## config.mk

```make
export PLATFORM = sky130hd
export DESIGN_NAME = gate_bist_ctrl_flat
export DESIGN_NICKNAME = d
export VERILOG_FILES = /design/src/rtl/gate_bist_ctrl_if.sv /design/src/rtl/gate_bist_ctrl.sv /design/src/flat_wrapper.sv
export SDC_FILE = /design/constraint.sdc
export NUM_CORES = 1
export LEC_CHECK = 0
export BUFFER_PORTS_ARGS = -buffer_cell sky130_fd_sc_hd__buf_2
export CAP_MARGIN = 20
export CORE_MARGIN = 8
export CORE_UTILIZATION = 59
export CTS_BUF_LIST = sky130_fd_sc_hd__clkbuf_8
export DETAILED_ROUTE_END_ITERATION = 8
export GPL_TIMING_DRIVEN = 1
export PLACE_DENSITY = 0.93
export SLEW_MARGIN = 25
export SYNTH_ARGS = -nofsm -noshare
export SYNTH_HDL_FRONTEND = slang
export SYNTH_SLANG_ARGS = --single-unit
```

## constraint.sdc

```tcl
create_clock -name clk -period 2.4 [get_ports clk]
set_input_delay 0.6 -clock clk [delete_from_list [all_inputs] [get_ports clk]]
set_output_delay 0.6 -clock clk [all_outputs]
set_load 0.05 [all_outputs]
```

## src/rtl/gate_bist_ctrl_if.sv

```systemverilog
// Control, status and gate-pin bundle between system logic, the BIST controller and the gate.
// The controller side uses the slave modport; the system/gate side uses master.
interface gate_bist_ctrl_if;
    logic       start;
    logic       abort;
    logic       dut_dout;
    logic       dut_a;
    logic       dut_b;
    logic       dut_c;
    logic       busy;
    logic       done;
    logic       pass;
    logic [3:0] err_cnt;
    logic [2:0] fail_idx;
    logic [7:0] resp;

    modport master (
        output start, abort, dut_dout,
        input  dut_a, dut_b, dut_c, busy, done, pass, err_cnt, fail_idx, resp
    );

    modport slave (
        input  start, abort, dut_dout,
        output dut_a, dut_b, dut_c, busy, done, pass, err_cnt, fail_idx, resp
    );
endinterface

```

## src/rtl/gate_bist_ctrl.sv

```systemverilog
// BIST controller for the 3-input gate: walks all 8 patterns, holds each for a settle
// time, samples the gate output and scores it against TRUTH_TABLE.
module gate_bist_ctrl #(
    parameter int unsigned SETTLE_CYC  = 1,
    parameter logic [7:0]  TRUTH_TABLE = 8'h69
) (
    input  logic               clk,
    input  logic               rst_n,
    gate_bist_ctrl_if.slave    bus
);
    typedef enum logic [1:0] {IDLE, SETTLE, SAMPLE, DONE} state_t;

    localparam logic [3:0] SETTLE_LIM = 4'(SETTLE_CYC);

    state_t     state;
    logic [2:0] idx;
    logic [3:0] cnt;
    logic       mismatch;
    logic [3:0] err_next;

    // Score of the sample being taken this cycle, used both for err_cnt and the final pass flag.
    assign mismatch = (bus.dut_dout != TRUTH_TABLE[idx]);
    assign err_next = bus.err_cnt + {3'b000, mismatch};

    always_ff @(posedge clk or negedge rst_n) begin
        if (!rst_n) begin
            state        <= IDLE;
            idx          <= 3'd0;
            cnt          <= 4'd0;
            bus.dut_a    <= 1'b0;
            bus.dut_b    <= 1'b0;
            bus.dut_c    <= 1'b0;
            bus.busy     <= 1'b0;
            bus.done     <= 1'b0;
            bus.pass     <= 1'b0;
            bus.err_cnt  <= 4'd0;
            bus.fail_idx <= 3'd0;
            bus.resp     <= 8'd0;
        end else begin
            bus.done <= 1'b0;
            case (state)
                IDLE: begin
                    if (bus.start && !bus.abort) begin
                        state                           <= SETTLE;
                        idx                             <= 3'd0;
                        cnt                             <= 4'd0;
                        bus.busy                        <= 1'b1;
                        {bus.dut_a, bus.dut_b, bus.dut_c} <= 3'd0;
                        bus.pass                        <= 1'b0;
                        bus.err_cnt                     <= 4'd0;
                        bus.fail_idx                    <= 3'd0;
                        bus.resp                        <= 8'd0;
                    end
                end
                SETTLE: begin
                    if (bus.abort) begin
                        state                           <= IDLE;
                        bus.busy                        <= 1'b0;
                        bus.pass                        <= 1'b0;
                        {bus.dut_a, bus.dut_b, bus.dut_c} <= 3'd0;
                    end else begin
                        cnt <= cnt + 4'd1;
                        if (cnt == SETTLE_LIM) state <= SAMPLE;
                    end
                end
                SAMPLE: begin
                    // An aborted sample is dropped entirely; partial results stay visible.
                    if (bus.abort) begin
                        state                           <= IDLE;
                        bus.busy                        <= 1'b0;
                        bus.pass                        <= 1'b0;
                        {bus.dut_a, bus.dut_b, bus.dut_c} <= 3'd0;
                    end else begin
                        bus.resp[idx] <= bus.dut_dout;
                        if (mismatch) begin
                            bus.err_cnt <= err_next;
                            if (bus.err_cnt == 4'd0) bus.fail_idx <= idx;
                        end
                        if (idx == 3'd7) begin
                            state                           <= DONE;
                            bus.busy                        <= 1'b0;
                            bus.done                        <= 1'b1;
                            bus.pass                        <= (err_next == 4'd0);
                            {bus.dut_a, bus.dut_b, bus.dut_c} <= 3'd0;
                        end else begin
                            state                           <= SETTLE;
                            idx                             <= idx + 3'd1;
                            cnt                             <= 4'd0;
                            {bus.dut_a, bus.dut_b, bus.dut_c} <= idx + 3'd1;
                        end
                    end
                end
                DONE: begin
                    state <= IDLE;
                end
                default: begin
                    state <= IDLE;
                end
            endcase
        end
    end
endmodule
```

## src/flat_wrapper.sv

```systemverilog
// flat-port wrapper written by rule: the top's interface ports become plain ports
module gate_bist_ctrl_flat 
#(
    parameter int unsigned SETTLE_CYC  = 1,
    parameter logic [7:0]  TRUTH_TABLE = 8'h69
)
  (clk, rst_n, bus_start, bus_abort, bus_dut_dout, bus_dut_a, bus_dut_b, bus_dut_c, bus_busy, bus_done, bus_pass, bus_err_cnt, bus_fail_idx, bus_resp);
  gate_bist_ctrl_if bus_i ();
  input  logic clk;
  input  logic rst_n;
  input wire logic [$bits(bus_i.start)-1:0] bus_start;
  input wire logic [$bits(bus_i.abort)-1:0] bus_abort;
  input wire logic [$bits(bus_i.dut_dout)-1:0] bus_dut_dout;
  output wire logic [$bits(bus_i.dut_a)-1:0] bus_dut_a;
  output wire logic [$bits(bus_i.dut_b)-1:0] bus_dut_b;
  output wire logic [$bits(bus_i.dut_c)-1:0] bus_dut_c;
  output wire logic [$bits(bus_i.busy)-1:0] bus_busy;
  output wire logic [$bits(bus_i.done)-1:0] bus_done;
  output wire logic [$bits(bus_i.pass)-1:0] bus_pass;
  output wire logic [$bits(bus_i.err_cnt)-1:0] bus_err_cnt;
  output wire logic [$bits(bus_i.fail_idx)-1:0] bus_fail_idx;
  output wire logic [$bits(bus_i.resp)-1:0] bus_resp;
  assign bus_i.start = bus_start;
  assign bus_i.abort = bus_abort;
  assign bus_i.dut_dout = bus_dut_dout;
  assign bus_dut_a = bus_i.dut_a;
  assign bus_dut_b = bus_i.dut_b;
  assign bus_dut_c = bus_i.dut_c;
  assign bus_busy = bus_i.busy;
  assign bus_done = bus_i.done;
  assign bus_pass = bus_i.pass;
  assign bus_err_cnt = bus_i.err_cnt;
  assign bus_fail_idx = bus_i.fail_idx;
  assign bus_resp = bus_i.resp;
  gate_bist_ctrl #(.SETTLE_CYC(SETTLE_CYC), .TRUTH_TABLE(TRUTH_TABLE)) u_core (.clk(clk), .rst_n(rst_n), .bus(bus_i));
endmodule
```

==> flow_summary.toml <==
[grt]
grt_overflow = 0
grt_max_degree = 31
first_global_vias = 1552
antenna_found_initial = 0
grt_pass1_wl_um = 7230
grt_usage_pct = 17.7

[setup_path]
required_ns = 2.57
cp_max_fo = 4
crit_top_cell = "ha_1"
critPathBufInv = 1
crit_family = "adder cells"
crit_path_end_kind = "register"
crit_path_top_delay_cell = "dfrtp_1"
path_class = "reg -> reg"
path_cells = "ha_1, xor3_1, inv_2, ha_1, ha_1, xnor2_1, and3_1, mux2_1"
cp_slowest_stage_delay_ns = 0.39
reg2reg_slack_ns = 0.16
critPathLaunchType = "register"
arrival_ns = 2.41

[timing]
rsz0062_at_grt = "no"
slew_headroom_pct = 54.8
fin_crit_sh_pct = 93.5
max_clock_freq_ghz = 0.446
setup_tns_ns = 0
finalHoldViolations = 0
skew_ns = 0.00450
fin_ws_ns = 0.155
worstMarginPinSlew_ns = 0.677
holdWs_ns = 0.350
maxSlewViolCount = 0
setup_viol = 0
period_minus_slack_ns = 2.24

[drt]
routed_wl_um = 4290
drcViolationCount = 0
drt-initial-drc-count = 108
antenna_left = 0
wl_per_cell_um = 17.8
routed_via_density = 6.34
first_pass_iters = 4
vias = 1527

[yosys]
ys_seq_area_share_pct = 42.9
syn_area_per_cell_um2 = 9.66
synth_top_area_cell = "dfrtp_1"
yosysWarnings = 0
syn_area_um2 = 1750
yosysTopAreaCellShare_pct = 42.9
syn-instance-count = 181
syn_nets = 197
synth_area_leaders = "dfrtp_1 43%, ha_1 7.9%, a22o_1 5.5%"
ys_seq_elements = 30
yosysUniqueCellTypes = 40

[placed_design]
pre_cts_ws_ns = 0.123
portBuffers = 25
hpwl_um = 3080
place_area_um2 = 1920
place.gp.congestion = 0.879

[finish]
fillers = 204
final_cell_mix = "30 x dfrtp_1, 25 x buf_2, 23 x nand2_1"
final_area_um2 = 2010
final_layout_size_suffix_gt1_share_pct = 21.4
seq_area_um2 = 751
n_antenna_cell = 0
utilization_pct = 72.2
final_common_cell = "dfrtp_1"
multi_input_area_um2 = 912
num-nets-final = 225
areaGrowthSynthToFinish_pct = 14.8

[cts]
post_cts_buffers = 0
cts_root_buf = "clkbuf_8"
htree_levels = 2
cts_resized = 0
cts_tree = "built"
cts_sinks = 30
numCtsBuffers = 5
clk_path_buf_depth = 2
clkSlewWorstSetupHoldPaths_ns = 0.06
clock_latency_ns = 0.28
holdBufCountCts = 0

[power_and_ir_drop]
leakagePower_uw = 0.00103
powerDensity_nw_per_um2 = 901
ir_worst_vdd_v = 0.000684

[floorplanning]
ioPinCount = 26
fp.dieArea_um2 = 4960
die_x_um = 70.5
rows = 19
start_util_pct = 62.9
die_h_um = 70.5
coreArea_um2 = 2780

[outcome]
status = "completed"

[min_path]
hp-class = "in -> async"

[run]
max-cap-violations = 0
## state kept, by name (all words and copies together), names as in the netlist, 2 cells and up
name / count
u_core.cnt: 4
u_core.state: 2
u_core.idx: 3
u_core.bus.resp: 8
u_core.bus.err_cnt: 4
u_core.bus.fail_idx: 3
## synthesized netlist by cell type
master / instances
o31ai_1: 6
and3_1: 3
nand3b_1: 1
or2_1: 1
o211ai_1: 3
nor3_1: 3
o221ai_1: 1
nand2b_1: 4
or4b_1: 1
inv_2: 1
o21ai_1: 1
mux2_1: 1
a22o_1: 11
a211oi_2: 1
or3b_1: 1
ha_1: 11
nand4_1: 6
and3b_1: 1
o41ai_1: 1
nor3b_1: 1
nor2b_1: 3
dfrtp_1: 30
xnor2_1: 1
mux2i_1: 4
a32o_1: 2
mux2_2: 4
or2b_1: 1
xor3_1: 1
inv_1: 9
a21oi_1: 3
clkbuf_1: 10
o21ai_0: 6
and4b_1: 1
xor2_1: 1
nand2_1: 23
nor2_1: 8
or4_1: 1
buf_6: 1
a21boi_1: 1
nand3_1: 12
## per-layer routing
metal | part of all wire [%] | GRT usage (%) | vias to the layer above | routed length [um]
met5 | 0 | 0 | - | 0
met4 | 2.1 | 8.48 | 0 | 88
met3 | 7.3 | 6.07 | 12 | 312
met2 | 49 | 29.5 | 66 | 2120
met1 | 41 | 19.7 | 745 | 1770
li1 | - | - | 704 | -
## stage by stage
| stage | power, uW | cells |
|---|---|---|
| floorplan | 1180 | 181 |
| global placement | 1320 | 233 |
| detailed placement | 1390 | 233 |
| CTS | 1810 | 241 |
| global route | 1920 | 241 |
| finish | 1810 | 241 |
## cells by family after synthesis
group	Yosys count	share of synthesized area [%]
compound gates	36	15.5
xor+xnor	3	2.36
buf+inv	21	4.94
flops	30	42.9
simple gates	71	20.9
mux	9	5.51
fa+ha+maj	11	7.87
## worst paths after layout
check / from / cells past startpoint / endpoint
hold reg to reg: u_core.bus.dut_c / 1 / u_core.bus.dut_c
setup reg to reg: u_core.idx[0] / 8 / u_core.bus.pass
min in group clk: u_core.bus.dut_c / 1 / u_core.bus.dut_c
hold / removal: rst_n / 1 / u_core.bus.fail_idx[1]
setup / recovery: u_core.idx[0] / 8 / u_core.bus.pass
max in group asynchronous: rst_n / 1 / u_core.bus.dut_a
## report_power, final
| group | switching, uW | internal [uW] | total, uW |
|---|---|---|---|
| clock network | 191 | 227 | 417 |
| registers | 61.5 | 576 | 638 |
| logic | 493 | 262 | 755 |
| total | 745 | 1070 | 1810 |
## area by class of cell
class,count,share of cell area (%)
inverters,10,1.87
clock buffers,6,4.11
clock inverters,2,0.436
well taps,31,1.93
repair buffers,32,8.85
multi-input cells,130,45.4
flip-flops and latches,30,37.4
Note: power is estimated with default switching activity, not from simulation.
